File: src/rtl/rlbp_readout_fifo.sv
// Readout buffer for the rlbp_macro serial result stream: deserializes LBP codes,
// tags each one with a 4-bit frame counter and queues it for a firmware pop interface.
module rlbp_readout_fifo #(
    parameter int CODE_W = 12,  // must not exceed 16 so the code stays clear of the tag field
    parameter int DEPTH  = 8,
    parameter int AW     = 3
) (
    input  logic          wb_clk_i,
    input  logic          wb_rst_n,
    input  logic          ser_clk_i,
    input  logic          ser_start_i,
    input  logic          ser_data_i,
    input  logic          ser_done_i,
    input  logic          rd_en_i,
    input  logic          clr_i,
    input  logic [AW:0]   irq_thr_i,
    output logic [31:0]   rd_data_o,
    output logic          empty_o,
    output logic          full_o,
    output logic [AW:0]   level_o,
    output logic          overflow_o,
    output logic          partial_o,
    output logic          irq_o
);

    localparam int ENTRY_W = CODE_W + 4;
    localparam int CW      = $clog2(CODE_W + 1);

    localparam logic [0:0] ST_IDLE    = 1'b0;
    localparam logic [0:0] ST_CAPTURE = 1'b1;

    // sync_p0/p1 carry {done, data, start, clk}; edge_p2 carries {done, start, clk}
    logic [3:0] sync_p0, sync_p1;
    logic [2:0] edge_p2;
    logic       clk_rise, start_rise, done_rise, data_bit;

    always_ff @(posedge wb_clk_i or negedge wb_rst_n) begin
        if (!wb_rst_n) begin
            sync_p0 <= '0;
            sync_p1 <= '0;
            edge_p2 <= '0;
        end else begin
            sync_p0 <= {ser_done_i, ser_data_i, ser_start_i, ser_clk_i};
            sync_p1 <= sync_p0;
            edge_p2 <= {sync_p1[3], sync_p1[1], sync_p1[0]};
        end
    end

    assign clk_rise   = sync_p1[0] & ~edge_p2[0];
    assign start_rise = sync_p1[1] & ~edge_p2[1];
    assign done_rise  = sync_p1[3] & ~edge_p2[2];
    assign data_bit   = sync_p1[2];

    // ---- deserializer ----
    logic [0:0]         state_q;
    logic [CODE_W-1:0]  shift_q, shift_nxt;
    logic [CW-1:0]      cnt_q, cnt_nxt;
    logic [3:0]         tag_q;
    logic               word_done;
    logic               push_pend_q;
    logic [ENTRY_W-1:0] push_word_q;
    logic               partial_q;

    always_comb begin
        shift_nxt = shift_q;
        cnt_nxt   = cnt_q;
        word_done = 1'b0;
        if (state_q == ST_CAPTURE && clk_rise) begin
            shift_nxt = {shift_q[CODE_W-2:0], data_bit};
            if (cnt_q == CW'(CODE_W - 1)) begin
                cnt_nxt   = '0;
                word_done = 1'b1;
            end else begin
                cnt_nxt = cnt_q + CW'(1);
            end
        end
    end

    always_ff @(posedge wb_clk_i or negedge wb_rst_n) begin
        if (!wb_rst_n) begin
            state_q     <= ST_IDLE;
            shift_q     <= '0;
            cnt_q       <= '0;
            tag_q       <= '0;
            push_pend_q <= 1'b0;
            push_word_q <= '0;
            partial_q   <= 1'b0;
        end else if (clr_i) begin
            state_q     <= ST_IDLE;
            cnt_q       <= '0;
            push_pend_q <= 1'b0;
            partial_q   <= 1'b0;
        end else begin
            push_pend_q <= word_done;
            if (word_done)
                push_word_q <= {tag_q, shift_nxt};
            case (state_q)
                ST_IDLE: begin
                    if (start_rise) begin
                        state_q <= ST_CAPTURE;
                        cnt_q   <= '0;
                    end
                end
                default: begin
                    // The bit on a coincident clock edge is shifted before done/start look at the count
                    shift_q <= shift_nxt;
                    cnt_q   <= cnt_nxt;
                    if (done_rise) begin
                        if (cnt_nxt != '0)
                            partial_q <= 1'b1;
                        cnt_q   <= '0;
                        state_q <= ST_IDLE;
                        tag_q   <= tag_q + 4'd1;
                    end else if (start_rise) begin
                        if (cnt_nxt != '0)
                            partial_q <= 1'b1;
                        cnt_q <= '0;
                    end
                end
            endcase
        end
    end

    // ---- FIFO ----
    logic [ENTRY_W-1:0] mem [DEPTH];
    logic [AW-1:0]      wr_ptr_q, rd_ptr_q;
    logic [AW:0]        level_q;
    logic               overflow_q, irq_q;
    logic               fifo_empty, fifo_full, push, pop, wr_ok;

    assign fifo_empty = (level_q == '0);
    assign fifo_full  = (level_q == (AW+1)'(DEPTH));
    assign push       = push_pend_q && !clr_i;
    assign pop        = rd_en_i && !fifo_empty && !clr_i;
    assign wr_ok      = push && (!fifo_full || pop);

    always_ff @(posedge wb_clk_i or negedge wb_rst_n) begin
        if (!wb_rst_n) begin
            for (int i = 0; i < DEPTH; i++)
                mem[i] <= '0;
        end else if (wr_ok) begin
            mem[wr_ptr_q] <= push_word_q;
        end
    end

    always_ff @(posedge wb_clk_i or negedge wb_rst_n) begin
        if (!wb_rst_n) begin
            wr_ptr_q   <= '0;
            rd_ptr_q   <= '0;
            level_q    <= '0;
            overflow_q <= 1'b0;
            irq_q      <= 1'b0;
        end else begin
            irq_q <= (irq_thr_i != '0) && (level_q >= irq_thr_i);
            if (clr_i) begin
                wr_ptr_q   <= '0;
                rd_ptr_q   <= '0;
                level_q    <= '0;
                overflow_q <= 1'b0;
            end else begin
                if (wr_ok)
                    wr_ptr_q <= wr_ptr_q + AW'(1);
                if (pop)
                    rd_ptr_q <= rd_ptr_q + AW'(1);
                if (push && !wr_ok)
                    overflow_q <= 1'b1;
                case ({wr_ok, pop})
                    2'b10:   level_q <= level_q + (AW+1)'(1);
                    2'b01:   level_q <= level_q - (AW+1)'(1);
                    default: level_q <= level_q;
                endcase
            end
        end
    end

    always_comb begin
        rd_data_o               = '0;
        rd_data_o[CODE_W-1:0]   = mem[rd_ptr_q][CODE_W-1:0];
        rd_data_o[19:16]        = mem[rd_ptr_q][ENTRY_W-1:CODE_W];
    end

    assign empty_o    = fifo_empty;
    assign full_o     = fifo_full;
    assign level_o    = level_q;
    assign overflow_o = overflow_q;
    assign partial_o  = partial_q;
    assign irq_o      = irq_q;

endmodule

File: config.mk
export PLATFORM = sky130hd
export DESIGN_NAME = rlbp_readout_fifo
export DESIGN_NICKNAME = d
export VERILOG_FILES = /design/src/rtl/rlbp_readout_fifo.sv
export SDC_FILE = /design/constraint.sdc
export NUM_CORES = 1
export LEC_CHECK = 0
export ABC_AREA = 1
export CAP_MARGIN = 20
export CORE_UTILIZATION = 45
export DETAILED_ROUTE_END_ITERATION = 10
export GPL_TIMING_DRIVEN = 0
export SKIP_CTS_REPAIR_TIMING = 1
export SLEW_MARGIN = 40
export SYNTH_ARGS = -nofsm -noshare
export SYNTH_HDL_FRONTEND = slang
export SYNTH_SLANG_ARGS = --single-unit
File: constraint.sdc
create_clock -name wb_clk_i -period 2.35 [get_ports wb_clk_i]
set_input_delay 0.47 -clock wb_clk_i [delete_from_list [all_inputs] [get_ports wb_clk_i]]
set_output_delay 0.47 -clock wb_clk_i [all_outputs]
set_load 0.02 [all_outputs]
==> impl_metrics.xml <==
<?xml version="1.0" encoding="UTF-8"?>
<metrics>
  <group name="logic_synthesis">
    <metric name="synth.distinct_cells" unit="">35</metric>
    <metric name="synth-seq-cells" unit="">190</metric>
    <metric name="synth-warning-count" unit="">0</metric>
    <metric name="syn-instance-count" unit="">989</metric>
    <metric name="synthesis.area_per_instance" unit="sq um">8.90</metric>
    <metric name="synth.yosys.seq_area_share" unit="">0.540</metric>
    <metric name="netlist_area" unit="sq um">8810</metric>
  </group>
  <group name="critical_path">
    <metric name="worst_setup_path_start_kind" unit="">flip-flop</metric>
    <metric name="setup.reg_to_reg.worst_slack" unit="ns">0.32</metric>
    <metric name="crit_fanout" unit="">10</metric>
    <metric name="wp_data_arrival" unit="ns">1.88</metric>
    <metric name="required" unit="ns">1.88</metric>
    <metric name="worst_setup_path_end_kind" unit="">primary output</metric>
    <metric name="timing_worst_setup_path_type" unit="">flip-flop to primary output</metric>
  </group>
  <group name="cts">
    <metric name="clockRootBuffer" unit="">sky130_fd_sc_hd__clkbuf_16</metric>
    <metric name="number_of_buffers_created_by_cts" unit="">17</metric>
    <metric name="clk_latency" unit="ns">0.44</metric>
    <metric name="clkSinkCount" unit="">190</metric>
    <metric name="tritoncts" unit="">built</metric>
    <metric name="cts_buffer_depth" unit="">2</metric>
    <metric name="cts.clk_slew.worst_paths" unit="ns">0.07</metric>
    <metric name="htree_levels" unit="">4</metric>
  </group>
  <group name="pwr">
    <metric name="power_leakage" unit="nW">4.97</metric>
    <metric name="worst_ir_drop_vdd" unit="mV">0.456</metric>
    <metric name="powerDensity" unit="nW/um^2">634</metric>
  </group>
  <group name="floorplan">
    <metric name="coreArea" unit="sq um">19000</metric>
    <metric name="placementRows" unit="">50</metric>
    <metric name="floorplan.initialDensity" unit="">0.465</metric>
    <metric name="die-height" unit="microns">142</metric>
    <metric name="design.die.area" unit="sq um">20100</metric>
    <metric name="io_pins" unit="">53</metric>
    <metric name="fp.dieW" unit="microns">142</metric>
  </group>
  <group name="grt">
    <metric name="grt_use_total" unit="">0.226</metric>
    <metric name="grt_overflow" unit="">0</metric>
    <metric name="antenna_violations_before_repair" unit="">0</metric>
    <metric name="grt_start_max_net_pins" unit="">73</metric>
    <metric name="via_count_of_the_first_global_routing_pass" unit="">6596</metric>
    <metric name="wire_length_of_the_first_global_routing_pass" unit="mm">35.1</metric>
  </group>
  <group name="place">
    <metric name="numPortBuffers" unit="">36</metric>
    <metric name="dpl_worst_slack" unit="ns">-0.533</metric>
    <metric name="post-place-cells" unit="">1303</metric>
    <metric name="gp_congestion" unit="">0.857</metric>
    <metric name="hpwl" unit="mm">15.4</metric>
  </group>
  <group name="layout">
    <metric name="final_common_cell" unit="">sky130_fd_sc_hd__nand2_1</metric>
    <metric name="area_growth_syn_to_layout" unit="%">21.0</metric>
    <metric name="instances_no_fill" unit="">1340</metric>
    <metric name="antenna_cells_inserted" unit="">0</metric>
    <metric name="layout_common_cells" unit="">250 x sky130_fd_sc_hd__nand2_1, 189 x sky130_fd_sc_hd__dfrtp_1, 126 x sky130_fd_sc_hd__o21ai_1, 85 x sky130_fd_sc_hd__nor2_1, 79 x sky130_fd_sc_hd__o21ai_0</metric>
    <metric name="final_layout_size_suffix_gt1_frac" unit="">0.164</metric>
    <metric name="number_of_nets_in_the_layout" unit="">1090</metric>
    <metric name="fill_cell_instance_count_of_the_final_layout" unit="">1724</metric>
  </group>
  <group name="timing">
    <metric name="fin_worst_hold_slack" unit="ns">0.352</metric>
    <metric name="finalSetupViolations" unit="">0</metric>
    <metric name="post-route-min-period" unit="ns">2.35</metric>
    <metric name="achievable_clock_frequency" unit="GHz">0.426</metric>
    <metric name="final-hold-violation-count" unit="">0</metric>
    <metric name="period_share" unit="">0.999</metric>
    <metric name="clock-skew-final" unit="ns">0.0105</metric>
    <metric name="setup_slack" unit="ns">0.00252</metric>
    <metric name="timing_max_transition_violations_final" unit="">0</metric>
    <metric name="grt_setup_unrepaired" unit="">true</metric>
  </group>
  <group name="drt">
    <metric name="drc" unit="">0</metric>
    <metric name="num_vias" unit="">6875</metric>
    <metric name="drtPass1Iterations" unit="">5</metric>
    <metric name="route.detailed.wl_per_inst" unit="microns">16.0</metric>
    <metric name="vias_per_inst" unit="">5.13</metric>
    <metric name="detail_route.iter0.violations" unit="">509</metric>
    <metric name="routed_wirelength" unit="mm">21.4</metric>
    <metric name="detail-route-antenna-nets" unit="">0</metric>
  </group>
  <group name="job">
    <metric name="max_cap_viol_count" unit="">0</metric>
  </group>
  <group name="worst_hold_path">
    <metric name="hold_path.class" unit="">flip-flop to flip-flop</metric>
  </group>
  <group name="outcome">
    <metric name="status" unit="">finished clean</metric>
  </group>
</metrics>
-- layout make-up --
cell class | instances | area (sq um) | share of cell area
inverter | 56 | 219 | 0.0205
clock inverter | 14 | 141 | 0.0133
buffer | 72 | 647 | 0.0607
multi-input combinational | 685 | 3580 | 0.336
tap | 260 | 325 | 0.0305
clock buffer | 18 | 439 | 0.0412
sequential | 190 | 4760 | 0.446
timing repair buffer | 45 | 544 | 0.0511
-- metrics by stage --
step	cell area (sq um)	power, W	util	setup TNS (ns)
final	10700	0.00675	0.562	0
after global routing	10700	0.00703	0.562	-0.335
after CTS	10200	0.00680	0.539	-13.69
after detailed placement	9640	0.00395	0.508	-6.45
after global placement	9550	0.00393	0.504	-1383.93
after floorplan	8860	0.00375	-	0
-- worst paths after layout --
kind / start / endpoint / cells after the start
max: rd_ptr_q[0]$_DFFE_PN0P_ / rd_data_o[5] / 7
min reg2reg: sync_p0[0]$_DFF_PN0_ / sync_p1[0]$_DFF_PN0_ / 0
min: sync_p0[0]$_DFF_PN0_ / sync_p1[0]$_DFF_PN0_ / 0
max reg2reg: level_o[0]$_DFFE_PN0P_ / level_o[3]$_DFFE_PN0P_ / 13
min in group asynchronous: wb_rst_n / mem[111]$_DFFE_PN0P_ / 2
max in group asynchronous: wb_rst_n / mem[120]$_DFFE_PN0P_ / 4
-- logic make-up after synthesis --
logic type,Yosys count,synth area share
buffers and inverters,129,0.0817
other,1,0.000426
adder cells (fa/ha/maj),11,0.0165
AO/OA/AOI/OAI,249,0.152
AND/OR/NAND/NOR,387,0.185
XOR/XNOR,5,0.00497
flip-flops,190,0.540
multiplexers,17,0.0195
-- Yosys cell counts --
cell type | number | area [sq um]
sky130_fd_sc_hd__a21oi_1 | 4 | 20.0
sky130_fd_sc_hd__buf_1 | 1 | 3.75
sky130_fd_sc_hd__buf_12 | 1 | 20.0
sky130_fd_sc_hd__buf_2 | 13 | 65.1
sky130_fd_sc_hd__buf_4 | 24 | 180
sky130_fd_sc_hd__buf_6 | 15 | 169
sky130_fd_sc_hd__clkbuf_1 | 19 | 71.3
sky130_fd_sc_hd__clkinv_1 | 1 | 3.75
sky130_fd_sc_hd__conb_1 | 1 | 3.75
sky130_fd_sc_hd__dfrtp_1 | 190 | 4750
sky130_fd_sc_hd__fa_1 | 1 | 20.0
sky130_fd_sc_hd__ha_1 | 10 | 125
sky130_fd_sc_hd__inv_1 | 53 | 199
sky130_fd_sc_hd__inv_2 | 2 | 7.51
sky130_fd_sc_hd__mux2_2 | 1 | 11.3
sky130_fd_sc_hd__mux2i_1 | 16 | 160
sky130_fd_sc_hd__nand2_1 | 258 | 968
sky130_fd_sc_hd__nand2_2 | 1 | 6.26
sky130_fd_sc_hd__nand2_4 | 1 | 11.3
sky130_fd_sc_hd__nand3_1 | 21 | 105
sky130_fd_sc_hd__nand3_2 | 1 | 10.0
sky130_fd_sc_hd__nand3_4 | 8 | 140
sky130_fd_sc_hd__nand4_1 | 8 | 50.1
sky130_fd_sc_hd__nor2_1 | 87 | 327
sky130_fd_sc_hd__nor2_2 | 1 | 6.26
sky130_fd_sc_hd__nor3_1 | 1 | 5.00
sky130_fd_sc_hd__o21a_1 | 1 | 7.51
sky130_fd_sc_hd__o21ai_0 | 95 | 475
sky130_fd_sc_hd__o21ai_1 | 112 | 561
sky130_fd_sc_hd__o21bai_1 | 1 | 7.51
sky130_fd_sc_hd__o22ai_1 | 19 | 119
sky130_fd_sc_hd__o32ai_1 | 16 | 140
sky130_fd_sc_hd__o41ai_1 | 1 | 8.76
sky130_fd_sc_hd__xnor2_1 | 2 | 17.5
sky130_fd_sc_hd__xor2_1 | 3 | 26.3
-- layer usage --
metal,global-route usage,wire (microns),vias up
met3,0.0348,594,20
met5,0,0,-
met4,0.0696,295,0
met1,0.313,10200,3325
met2,0.365,10300,109
li1,-,-,3421
-- worst max-delay path, stage by stage (launching register included) --
cell and delay, ns:
sky130_fd_sc_hd__dfrtp_2 0.45, sky130_fd_sc_hd__buf_12 0.15, sky130_fd_sc_hd__buf_12 0.14, sky130_fd_sc_hd__nor2_1 0.06
sky130_fd_sc_hd__o32ai_2 0.29, sky130_fd_sc_hd__nand2_1 0.11, sky130_fd_sc_hd__nand2_2 0.09, sky130_fd_sc_hd__buf_4 0.14
-- power by group --
group	leakage, nW	switching, W	internal (W)
Combinational	2.13	0.000290	0.000148
Sequential	2.55	0.0000653	0.00339
Clock	0.285	0.00141	0.00145
Total	4.97	0.00177	0.00499
-- sequential cells by signal, indices dropped and copies added (netlist names) --
signal	flops
mem	128
push_word_q	16
shift_q	12
cnt_q	4
level_o	4
sync_p0	4
sync_p1	4
tag_q	4
edge_p2	3
rd_ptr_q	3
wr_ptr_q	3
irq_o	1
overflow_o	1
partial_o	1
push_pend_q	1
state_q	1
Note: power is estimated with default switching activity, not from simulation.
==> RTL edit: new RTL, config.mk and constraints unchanged <==
`AW`: 3 -> 4.
--- a/src/rtl/rlbp_readout_fifo.sv
+++ b/src/rtl/rlbp_readout_fifo.sv
@@ -3,7 +3,7 @@
 module rlbp_readout_fifo #(
     parameter int CODE_W = 12,  // must not exceed 16 so the code stays clear of the tag field
     parameter int DEPTH  = 8,
-    parameter int AW     = 3
+    parameter int AW     = 4
 ) (
     input  logic          wb_clk_i,
     input  logic          wb_rst_n,
Ports: changed (resized irq_thr_i and level_o); port bits go from 53 to 55. The function was not compared with the original's and may differ.
==> RTL edit against the original RTL <==
The run now ends with negative setup slack left; worst setup slack worse by 0.081 ns; area after synthesis is 0.61% higher; sequential cell count is 2 higher; power is 2.8% higher; sequential power is 1% higher; final area is 2.7% higher; sequential share of layout area is 0.71 points lower; routed wire length is 7.4% higher.
==> RTL edit: results (changes against the original RTL) <==
\begin{tabular}{lr}
\hline
Metric & Value \\
\hline
\multicolumn{2}{l}{\textbf{Routing}} \\
Routed length on met2 & 11200 µm (+8.6\%) \\
Drt initial violations & 650 (+28\%) \\
Total length of routed wires & 23000 µm (+7.4\%) \\
Post-route DRC violation count & 0 (unchanged) \\
Per-cell routed wire length & 16.6 µm (+4.1\%) \\
Met1 wire length & 10700 µm (+4.1\%) \\
Met3 wirelength from detailed routing & 907 µm (+53\%) \\
Via density per instance & 5.15 (+0.33\%) \\
\multicolumn{2}{l}{\textbf{GRT}} \\
Via count of the first global-routing pass & 6886 (+4.4\%) \\
Global-route wire length before repair & 36300 µm (+3.6\%) \\
Total routing usage reported by global routing & 0.234 (+0.00799) \\
Pin count of the biggest net entering global routing & 71 (-2.7\%) \\
\multicolumn{2}{l}{\textbf{Layout}} \\
Layout cell share with drive strength beyond 1 & 0.186 (+0.0224) \\
Final Net Count & 1135 (+4.1\%) \\
Largest reg by FF count & mem \\
\multicolumn{2}{l}{\textbf{Placement}} \\
Number of buffers added on ports & 38 (+5.6\%) \\
Cell total after placement & 1337 (+2.6\%) \\
DP Worst Slack & -0.634 ns (-0.102 ns) \\
Gp weighted congestion & 0.834 (-2.6\%) \\
Placed Area & 9680 µm² (+0.48\%) \\
\multicolumn{2}{l}{\textbf{Synth}} \\
Xor-xnor portion of the synthesized cell area & 0.00791 (+0.00294) \\
Commonest cells post-synth & 251 x nand2\_1, 192 x dfrtp\_1, 127 x o21ai\_0 \\
Async S/R FF share, synth & 1.00 (unchanged) \\
Mean cell area of the mapped netlist & 8.67 µm² (-2.6\%) \\
Leading cell types by total area after synthesis & dfrtp\_1 54\%, nand2\_1 11\%, o21ai\_0 7.2\%, nor2\_1 4.7\%, o21ai\_1 4.6\% \\
Mux cell area share after synthesis & 0.00127 (-0.0182) \\
Distinct cell type count of the synthesized netlist & 34 (-2.9\%) \\
Synth Area in Compound Gates & 0.159 (+0.00670) \\
Sequential element share of the synthesized area & 0.542 (+0.00237) \\
\multicolumn{2}{l}{\textbf{Pwr}} \\
Peak ir drop on the vdd network & 0.431 mV (-5.5\%) \\
Leakage power & 5.21 nW (+4.8\%) \\
\multicolumn{2}{l}{\textbf{Clocking}} \\
Cell chosen for the clock root & clkbuf\_16 \\
Clock buffer count from CTS & 17 (unchanged) \\
\multicolumn{2}{l}{\textbf{Timing}} \\
Post-route setup slack & -0.0786 ns (-0.0811 ns) \\
Setup TNS & -0.312 ns (-0.312 ns) \\
Total of endpoints with negative setup slack in the final report & 10 (+10) \\
Layout Skew & 0.0135 ns (+0.00308 ns) \\
\multicolumn{2}{l}{\textbf{Outcome}} \\
Outcome & complete, but fails checks \\
Violated checks & negative setup slack \\
\multicolumn{2}{l}{\textbf{Critical path}} \\
Crit path DAT & 1.96 ns (+0.08 ns) \\
Gate family responsible for the most delay along the worst path & buffers and inverters \\
Worst path max stage delay & 0.46 ns \\
\hline
\end{tabular}
[RTL edit: cell types whose count changed after synthesis, moves of 7 or more]
cell	change
o21ai_0	+32
o21ai_1	-30
nor2_1	+24
mux2i_1	-16
o32ai_1	+16
o22ai_1	-15
buf_6	-12
buf_2	+8
nand2_1	-7
[RTL edit: final timing paths]
kind | depth (start not counted) | startpoint | endpoint | slack, ns
setup reg to reg | 13 | level_o[2]$_DFFE_PN0P_ | level_o[4]$_DFFE_PN0P_ | 0.21
setup / recovery | 7 | rd_ptr_q[0]$_DFFE_PN0P_ | rd_data_o[2] | -0.08
hold reg to reg | 0 | sync_p0[1]$_DFF_PN0_ | sync_p1[1]$_DFF_PN0_ | 0.35
min in group asynchronous | 2 | wb_rst_n | irq_o$_DFF_PN0_ | 0.55
max in group asynchronous | 4 | wb_rst_n | shift_q[5]$_DFFE_PN0P_ | 0.74
hold / removal | 0 | sync_p0[1]$_DFF_PN0_ | sync_p1[1]$_DFF_PN0_ | 0.35
[RTL edit: final cells by class]
type	instances	area (µm²)
Multi-Input combinational cell	706	3730
Sequential cell	192	4810
Fill cell	1780	8070
Clock inverter	15	190
Clock buffer	17	425
Tap cell	260	325
Timing Repair inverter	1	16.3
Timing Repair Buffer	52	589
Inverter	62	259
Buffer	77	602
[RTL edit: power breakdown]
group / switching, mW / total (mW) / internal, mW / leakage, nW
logic: 0.281 / 0.421 / 0.140 / 2.33
clock network: 1.40 / 3.03 / 1.63 / 0.300
registers: 0.0662 / 3.49 / 3.42 / 2.58
total: 1.75 / 6.94 / 5.19 / 5.21
[RTL edit: per-layer routing]
layer / track usage / up-vias
met5: 0 / -
met4: 0.0583 / 0
met3: 0.0370 / 17
met2: 0.383 / 149
met1: 0.324 / 3405
li1: - / 3543
